## config.mk

```make
export PLATFORM = sky130hd
export DESIGN_NAME = load_store_unit
export DESIGN_NICKNAME = d
export VERILOG_FILES = /design/src/rtl/mips_mem_pkg.sv /design/src/rtl/lsu_lane_align.sv /design/src/rtl/load_store_unit.sv
export SDC_FILE = /design/constraint.sdc
export NUM_CORES = 1
export LEC_CHECK = 0
export CAP_MARGIN = 20
export CELL_PAD_IN_SITES_DETAIL_PLACEMENT = 0
export CELL_PAD_IN_SITES_GLOBAL_PLACEMENT = 1
export CORE_MARGIN = 2
export CORE_UTILIZATION = 36
export CTS_CLUSTER_SIZE = 16
export DETAILED_ROUTE_END_ITERATION = 6
export PLACE_DENSITY_LB_ADDON = 0.1
export SLEW_MARGIN = 20
export SYNTH_ARGS = -nofsm -noshare
export SYNTH_HDL_FRONTEND = slang
export SYNTH_SLANG_ARGS = --single-unit
```

## constraint.sdc

```tcl
create_clock -name clk -period 3.6 [get_ports clk]
set_input_delay 0.54 -clock clk [delete_from_list [all_inputs] [get_ports clk]]
set_output_delay 0.54 -clock clk [all_outputs]
set_load 0.1 [all_outputs]
```

## src/rtl/mips_mem_pkg.sv

```systemverilog
// rtl/mips_mem_pkg.sv - shared types and constants for the load/store unit
package mips_mem_pkg;

    localparam int WORD_BYTES = 4;

    typedef enum logic [1:0] {
        MEM_BYTE = 2'd0,
        MEM_HALF = 2'd1,
        MEM_WORD = 2'd2
    } mem_size_t;

    typedef enum logic {
        LSU_IDLE      = 1'b0,
        LSU_RMW_WRITE = 1'b1
    } lsu_state_t;

    // Raw CPU size code to access width; the reserved code behaves as a word.
    function automatic mem_size_t decode_size(input logic [1:0] raw);
        case (raw)
            2'd0:    return MEM_BYTE;
            2'd1:    return MEM_HALF;
            default: return MEM_WORD;
        endcase
    endfunction

endpackage

```

## src/rtl/lsu_lane_align.sv

```systemverilog
// rtl/lsu_lane_align.sv - little-endian byte-lane extract and merge (combinational)
module lsu_lane_align
    import mips_mem_pkg::*;
(
    input  logic [31:0] rd_word,
    input  logic [1:0]  rd_off,
    input  logic [1:0]  rd_size,
    input  logic        rd_signed,
    output logic [31:0] rdata,
    input  logic [31:0] old_word,
    input  logic [31:0] wdata,
    input  logic [1:0]  wr_off,
    input  logic [1:0]  wr_size,
    output logic [31:0] merged
);

    logic [31:0] shifted;
    logic [31:0] lane_mask;
    logic [31:0] mask;
    logic [31:0] placed;

    // Load path: shift the addressed lane down to bit 0, then extend.
    always_comb begin
        shifted = rd_word >> {rd_off, 3'b000};
        case (mem_size_t'(rd_size))
            MEM_BYTE: rdata = {{24{rd_signed & shifted[7]}}, shifted[7:0]};
            MEM_HALF: rdata = {{16{rd_signed & shifted[15]}}, shifted[15:0]};
            default:  rdata = rd_word;
        endcase
    end

    // Store path: new lanes replace old ones, untouched lanes are kept.
    always_comb begin
        case (mem_size_t'(wr_size))
            MEM_BYTE: lane_mask = 32'h0000_00FF;
            MEM_HALF: lane_mask = 32'h0000_FFFF;
            default:  lane_mask = 32'hFFFF_FFFF;
        endcase
        mask   = lane_mask << {wr_off, 3'b000};
        placed = wdata << {wr_off, 3'b000};
        merged = (old_word & ~mask) | (placed & mask);
    end

endmodule

```

## src/rtl/load_store_unit.sv

```systemverilog
// rtl/load_store_unit.sv - CPU byte/half/word loads and stores onto a word-wide data_ram
// Optional: MISALIGN_TRAP_EN makes misaligned accesses return resp_err instead of force-aligning.
module load_store_unit
    import mips_mem_pkg::*;
#(
    parameter int WORD_AW = 16
) (
    input  logic        clk,
    input  logic        reset,
    input  logic        req_valid,
    input  logic        req_we,
    input  logic [1:0]  req_size,
    input  logic        req_signed,
    input  logic [31:0] req_addr,
    input  logic [31:0] req_wdata,
    output logic        busy,
    output logic        resp_valid,
    output logic [31:0] resp_rdata,
    output logic        resp_err,
    output logic [31:0] ram_address,
    output logic        ram_read,
    output logic        ram_write,
    output logic [31:0] ram_writedata,
    input  logic [31:0] ram_readdata
);

    lsu_state_t         state;
    lsu_state_t         state_next;
    mem_size_t          req_sz;
    logic [1:0]         req_off;
    logic               trap;
    logic               accept;
    logic               go;
    logic               sub_store;
    logic [WORD_AW-1:0] req_word;
    logic [WORD_AW-1:0] cur_word;
    logic [WORD_AW-1:0] last_word;
    logic [WORD_AW-1:0] rmw_word;
    logic [31:0]        rmw_old;
    logic [31:0]        rmw_wdata;
    logic [1:0]         rmw_off;
    logic [1:0]         rmw_size;
    logic [31:0]        ext_rdata;
    logic [31:0]        merged;
    logic               unused_addr_bits;

    assign req_sz           = decode_size(req_size);
    assign req_word         = req_addr[WORD_AW+1:2];
    assign unused_addr_bits = ^req_addr[31:WORD_AW+2];

    // Offsets are always force-aligned; in trap builds misaligned ones never reach the RAM.
    assign req_off = (req_sz == MEM_WORD) ? 2'b00 :
                     (req_sz == MEM_HALF) ? {req_addr[1], 1'b0} : req_addr[1:0];

`ifdef MISALIGN_TRAP_EN
    assign trap = ((req_sz == MEM_HALF) && req_addr[0]) ||
                  ((req_sz == MEM_WORD) && (req_addr[1:0] != 2'b00));
`else
    assign trap = 1'b0;
`endif

    assign busy      = (state != LSU_IDLE);
    assign accept    = req_valid & ~busy & ~reset;
    assign go        = accept & ~trap;
    assign sub_store = go & req_we & (req_sz != MEM_WORD);

    lsu_lane_align u_lane_align (
        .rd_word   (ram_readdata),
        .rd_off    (req_off),
        .rd_size   (req_sz),
        .rd_signed (req_signed),
        .rdata     (ext_rdata),
        .old_word  (rmw_old),
        .wdata     (rmw_wdata),
        .wr_off    (rmw_off),
        .wr_size   (rmw_size),
        .merged    (merged)
    );

    // State register.
    always_ff @(posedge clk) begin
        if (reset) state <= LSU_IDLE;
        else       state <= state_next;
    end

    // Next state: only a sub-word store needs the extra write cycle.
    always_comb begin
        state_next = state;
        case (state)
            LSU_IDLE:      if (sub_store) state_next = LSU_RMW_WRITE;
            LSU_RMW_WRITE: state_next = LSU_IDLE;
            default:       state_next = LSU_IDLE;
        endcase
    end

    // RAM strobes and address; the address parks on the last access when idle.
    always_comb begin
        ram_read      = 1'b0;
        ram_write     = 1'b0;
        ram_writedata = 32'h0;
        cur_word      = last_word;
        case (state)
            LSU_IDLE: begin
                if (go) begin
                    cur_word = req_word;
                    if (req_we && (req_sz == MEM_WORD)) begin
                        ram_write     = 1'b1;
                        ram_writedata = req_wdata;
                    end else begin
                        ram_read = 1'b1;
                    end
                end
            end
            LSU_RMW_WRITE: begin
                cur_word      = rmw_word;
                ram_write     = ~reset;
                ram_writedata = merged;
            end
            default: ;
        endcase
    end

    assign ram_address = {{(32-WORD_AW){1'b0}}, cur_word};

    // Registered response; load data holds until the next load completes.
    always_ff @(posedge clk) begin
        if (reset) begin
            resp_valid <= 1'b0;
            resp_err   <= 1'b0;
            resp_rdata <= 32'h0;
            last_word  <= '0;
        end else begin
            resp_valid <= (accept & ~sub_store) | (state == LSU_RMW_WRITE);
            resp_err   <= accept & trap;
            if (go && !req_we) resp_rdata <= ext_rdata;
            if (ram_read || ram_write) last_word <= cur_word;
        end
    end

    // Capture the old word and store operands for the merge cycle.
    always_ff @(posedge clk) begin
        if (sub_store) begin
            rmw_old   <= ram_readdata;
            rmw_wdata <= req_wdata;
            rmw_word  <= req_word;
            rmw_off   <= req_off;
            rmw_size  <= req_sz;
        end
    end

endmodule

```

==> summary.txt, run 1 <==
Run status
  • Outcome: finished clean

Clock tree
  • Clk_lat worst skew: 0.42 ns
  • Clock Path Buffers: 2
  • Hold-fix buffers, CTS: 0
  • Post-CTS Setup Inserts: 0
  • Clk slew on worst S/H paths: 0.06 ns
  • Post-CTS Resized: 0
  • Clk root buf: clkbuf_16
  • H-tree depth: 4
  • CTS tree: yes
  • Clock sink count: around 130
  • Total CTS buffers: 17

GRT
  • Global-route wire length before repair: 30500 um
  • Global Route Usage Sum: 20.71%
  • Largest net degree at the start of global routing: 51
  • Initial antenna violation count: 0
  • Grt ovf: 0
  • Vias in the first global route: 5153

Setup path
  • R2R cell count: 3
  • Crit-path max FO: 33
  • RR Endpoint: resp_rdata[19]
  • Crit path arrival time: 2.60 ns
  • CP endpoint kind: output port
  • Critical Path Start Type: primary input
  • R2r startpoint: busy
  • Worst Path Required: just over 3 ns
  • Setup CP Type: in -> out
  • R2r setup slk: 1.50 ns

Place
  • DP Worst Slack: 0.1830 ns
  • HPWL Detailed: 14510 um
  • I/O Buffers: 172
  • Placer Congestion: slightly above 0.8

Timing
  • Max_slew headroom: 32.75%
  • RSZ-0062 raised after global routing: false
  • Final period util: 87.28%
  • Min Tclk post-route: 3.142 ns
  • Setup ws final: 0.4579 ns
  • Max-slew violations: 0
  • Setup violations, final: 0
  • Clk_skew: a little over 0.005 ns
  • Least-Margin Pin Slew: 1.006 ns
  • Hold slack: 0.4625 ns
  • Highest Clock Rate: between 0.3 and 0.4 GHz
  • Final Hold Viols: 0

Routing
  • Vias per inst: 5.465
  • Initial DRT Pass Iterations: 5
  • WL final: ~20000 um
  • Residual DRC: 0
  • Remaining antenna violation count: 0
  • DR WL/cell: 20.62 um
  • Vias: about 5300
  • DR iter-0 viols: 420

Yosys
  • Most numerous cell in the Yosys netlist: edfxtp_1
  • FF+latch count, synth: roughly 130
  • Post-synthesis cell area: 6506 um^2
  • Largest cells by area after synthesis: edfxtp_1 39%, dfxtp_1 15%, mux2i_1 6.0%, mux2_2 4.3%, o21ai_0 3.0%
  • Synth area leader: edfxtp_1
  • Most instantiated cells after synthesis: 84 x edfxtp_1, 50 x dfxtp_1, 39 x mux2i_1, 39 x o21ai_0, 37 x nor2_1
  • Post-Synthesis Cells: 570
  • Seq/Total Area, Yosys: 54.15%
  • Top cell type's share of synthesized area: 38.77%
  • Synthesized area per cell: about 11 um^2
  • Synth cell types: 52
  • Synth Flop Type: edfxtp_1
  • YS warnings: 0
  • Synth async-reset ratio: 0%
  • Number of synthesized flops with an enable pin: 84

Power
  • Peak VDD IR: 0.3483 mV
  • P_leak: 3.350 nW
  • PD cells: 469.0 nW/um^2
  • Final Power: 4.411 mW

Floorplan
  • Die area: ~19000 um^2
  • Die W: 138.4 um
  • Core Footprint: 17840 um^2
  • Die Y: 138.4 um
  • IO Pins: 204
  • Initial core utilization: 36.47%
  • Std-Cell Rows: 49

Final layout
  • Nets@finish: between 800 and 900
  • Number of diodes: 0
  • Share of cells above drive strength 1: a little under a fifth
  • Area Overhead vs Synth: 44.54%

Worst hold path
  • Hold crit path type: reg -> reg
  • Hold-critical path depth: 2
  • Worst Hold Endpoint: resp_rdata[1]
  • Min-delay src: resp_rdata[1]

Run
  • Number of max-cap violations: 0
## cell usage in the layout, fill, tap and decap left out, types with 17 or more instances in the layout
cell type,instances
clkdlybuf4s50_1,121
nor2_1,37
edfxtp_1,84
a21oi_1,20
mux2i_1,39
o21ai_1,19
mux2_2,25
buf_12,51
clkbuf_16,17
conb_1,17
o21ai_0,29
nand2_1,33
dfxtp_1,49
## power by group
| group | switching [mW] | internal, mW |
|---|---|---|
| registers | 0.0378 | 1.69 |
| logic | 0.754 | 0.339 |
| clock network | 0.650 | 0.936 |
## registers in the layout, summed over array words and instances, names as in the netlist
signal,cells
rmw_off,2
rmw_size,2
last_word,16
busy,1
rmw_wdata,32
rmw_word,16
rmw_old,32
resp_rdata,32
resp_valid,1
## layout make-up
class,instances,area [um^2]
clock buffer,17,425.4
clock inverter,15,112.6
fill,1510,8437
inverter,13,48.80
multi-input combinational,375,2669
sequential,134,3525
tap,229,286.5
timing repair buffer,186,2337
## routing by layer
metal  global-route usage [%]  wire [um]  vias up
li1                         -          -     2485
met1                    29.13       8998     2567
met2                    32.10       9443      222
met3                    4.330       1199       22
met4                    6.713        341        0
met5                        0          0        -
## how the worst max path moves through the flow
stage          startpoint                 to
6_report            reset  ram_writedata[18]
3_5_place_dp    req_valid     ram_address[2]
2_1_floorplan        busy     ram_address[0]
4_1_cts         req_valid     ram_address[2]
5_1_grt        rmw_off[1]  ram_writedata[31]
3_3_place_gp    req_valid     ram_address[0]
## critical path: stages
cell and delay (ns):
clkdlybuf4s50_1 0.54, nand2b_1 0.29, nor2_1 0.10, and3_1 0.23, buf_4 0.25, a221o_1 0.44, buf_12 0.19
## cell families after synthesis
kind of cell	Yosys count	synth area share, %
muxes	64	10.33
and+or+nand+nor	116	8.961
buffers and inverters	77	6.115
DFF	134	54.15
other	1	0.05764
AOI/OAI and AO/OA	178	20.38
## stage by stage
stage | setup TNS [ns] | std cells | util (%) | area, um^2
floorplan | -1.875 | 586 | - | 6571
global placement | 0 | 937 | 49.67 | 8861
detailed placement | 0 | 937 | 49.67 | 8861
CTS | 0 | 969 | 52.68 | 9399
global route | 0 | 969 | 52.71 | 9404
finish | 0 | 969 | 52.71 | 9404
(Power assumes the default switching activity.)
==> run 2: changes to the inputs <==
--- a/config.mk
+++ b/config.mk
@@ -12,6 +12,7 @@
 export CORE_UTILIZATION = 36
 export CTS_CLUSTER_SIZE = 16
 export DETAILED_ROUTE_END_ITERATION = 6
+export GPL_ROUTABILITY_DRIVEN = 0
 export PLACE_DENSITY_LB_ADDON = 0.1
 export SLEW_MARGIN = 20
 export SYNTH_ARGS = -nofsm -noshare
==> results of run 2 <==
The final DEF is identical to that of run 1; final timing and power are the same.
==> run 3: changes to the inputs <==
--- a/config.mk
+++ b/config.mk
@@ -5,7 +5,7 @@
 export SDC_FILE = /design/constraint.sdc
 export NUM_CORES = 1
 export LEC_CHECK = 0
-export CAP_MARGIN = 20
+export CAP_MARGIN = 30
 export CELL_PAD_IN_SITES_DETAIL_PLACEMENT = 0
 export CELL_PAD_IN_SITES_GLOBAL_PLACEMENT = 1
 export CORE_MARGIN = 2
==> summary.txt, run 3 (synthesis results as in run 1) <==
Power
  • Final Power: 4.735 mW
  • Net Switching: 1.468 mW
  • Internal: 3.267 mW
  • Peak VDD IR: 0.3515 mV
  • Reg power frac: 36.6%
  • Clock power share: 40.4%
  • Switching share of total power: 31.00%
  • P_leak: 3.396 nW
  • PD cells: 497.3 nW/um^2
  • Logic pwr share: 23.1%

Timing
  • Least-Margin Pin Slew: 1.009 ns
  • Max_slew headroom: about a third
  • Final Hold Viols: 0
  • Max-slew violations: 0
  • Clk_skew: 0.007135 ns
  • Min Tclk post-route: 3.117 ns
  • Setup violations, final: 0
  • RSZ-0062 raised after global routing: false
  • Final period util: 86.57%
  • Highest Clock Rate: between 0.3 and 0.4 GHz
  • Hold slack: 0.4614 ns

Clock tree
  • Clock sink count: 134
  • H-tree depth: 4
  • Clock Path Buffers: 2
  • Clk_lat worst skew: between 0.4 and 0.5 ns
  • Clk root buf: clkbuf_16
  • CTS tree: yes
  • Clk slew on worst S/H paths: ~0.060 ns
  • Post-CTS Resized: 0
  • Post-CTS Setup Inserts: 0
  • Hold-fix buffers, CTS: 0
  • Total CTS buffers: 17

GRT
  • Largest net degree at the start of global routing: 51
  • Grt ovf: 0
  • Global Route Usage Sum: 20.61%
  • Initial antenna violation count: 0
  • Vias in the first global route: a little over 5000
  • Global-route wire length before repair: 30440 um

Routing
  • Remaining antenna violation count: 0
  • Vias per inst: 5.472
  • WL final: 20060 um
  • Initial DRT Pass Iterations: 5
  • DR iter-0 viols: 361
  • Vias: 5308
  • DR WL/cell: around 21 um
  • Residual DRC: 0

Final layout
  • Largest regs: resp_rdata x32, rmw_old x32, rmw_wdata x32
  • Fin util: a little over half
  • Area Overhead vs Synth: 46.33%
  • Most frequent cells in the layout: 121 x clkdlybuf4s50_1, 84 x edfxtp_1, 51 x buf_12, 49 x dfxtp_1, 39 x mux2i_1
  • Fin area: 9520 um^2
  • # fillers: 1510
  • Share of cells above drive strength 1: 18.62%
  • Most common cell after layout, fill and taps aside: clkdlybuf4s50_1
  • Fin cells: 970
  • Number of diodes: 0
  • Nets@finish: 831

Floorplan
  • IO Pins: 204
  • Core Footprint: 17840 um^2
  • Initial core utilization: 36.47%
  • Std-Cell Rows: 49
  • Die area: 19160 um^2
  • Die Y: roughly 140 um
  • Die W: approximately 140 um

Place
  • I/O Buffers: 172
  • Post-Place Cells: between 900 and 1000
  • HPWL Detailed: 14520 um
  • Placement Cell Area: 8872 um^2

Setup path
  • Setup CP Type: reg -> out
  • CP cell instances: buf_4, nor2_2, mux2_2, a22o_1, buf_12
  • Crit-path max FO: 16
  • Slowest CP cell: edfxtp_1
  • Worst Path Required: 3.06 ns
  • Critical Path Start Type: flip-flop
  • Crit path arrival time: 2.58 ns
  • CP endpoint kind: output port
  • R2R cell count: 3
  • Crit path buffers/inverters: 2
  • Stages on the worst setup path: 5
  • Largest delay share family, worst path: flip-flops
  • Slowest cell delay on critical path: 0.61 ns

Worst hold path
  • Hold crit path type: reg -> reg
  • Hold-critical path depth: 2

Run
  • Number of max-cap violations: 0

Run status
  • Outcome: finished clean
[run 3: path summary, 6_finish.rpt]
| kind | start | endpoint | slack (ns) |
|---|---|---|---|
| worst min register to register | resp_rdata[1] | resp_rdata[1] | 0.46 |
| worst max register to register | busy | resp_rdata[19] | 1.49 |
| worst min-delay path | resp_rdata[1] | resp_rdata[1] | 0.46 |
| worst max-delay path | rmw_off[0] | ram_writedata[7] | 0.48 |
[run 3: power by group through the flow]
stage	Combinational (mW)	Clock (mW)	Sequential (mW)
floorplan	0.499	0	1.98
global placement	1.08	0	1.76
detailed placement	1.09	0	1.76
CTS	1.09	1.94	1.73
global route	1.13	2.00	1.74
finish	1.09	1.91	1.73
[run 3: area by class of cell]
class | count | area, um^2 | share of cell area, %
Clock buffer | 17 | 425.4 | 4.468
Clock inverter | 15 | 222.7 | 2.339
Inverter | 13 | 48.80 | 0.5126
Multi-Input combinational cell | 375 | 2664 | 27.98
Timing Repair Buffer | 187 | 2349 | 24.67
Sequential cell | 134 | 3525 | 37.02
Tap cell | 229 | 286.5 | 3.010
[run 3: layer usage]
metal,vias up,wire length (um),global-route usage (%)
met5,-,0,0
met4,0,297,5.371
met3,23,1314,4.676
met2,239,9377,32.52
met1,2561,9074,28.81
li1,2485,-,-
[run 3: stage by stage]
step	worst slack [ns]	TNS (ns)
final	0.4835	0
after CTS	0.4762	0
after global placement	0.2897	0
after floorplan	-0.2685	-1.875
after detailed placement	0.5044	0
after global routing	0.3574	0
[run 3: tightest hold or removal path, cell delays in order, from the launching register on]
cell and delay (ns):
dfxtp_1 0.31, nand2_1 0.05, o21ai_1 0.05
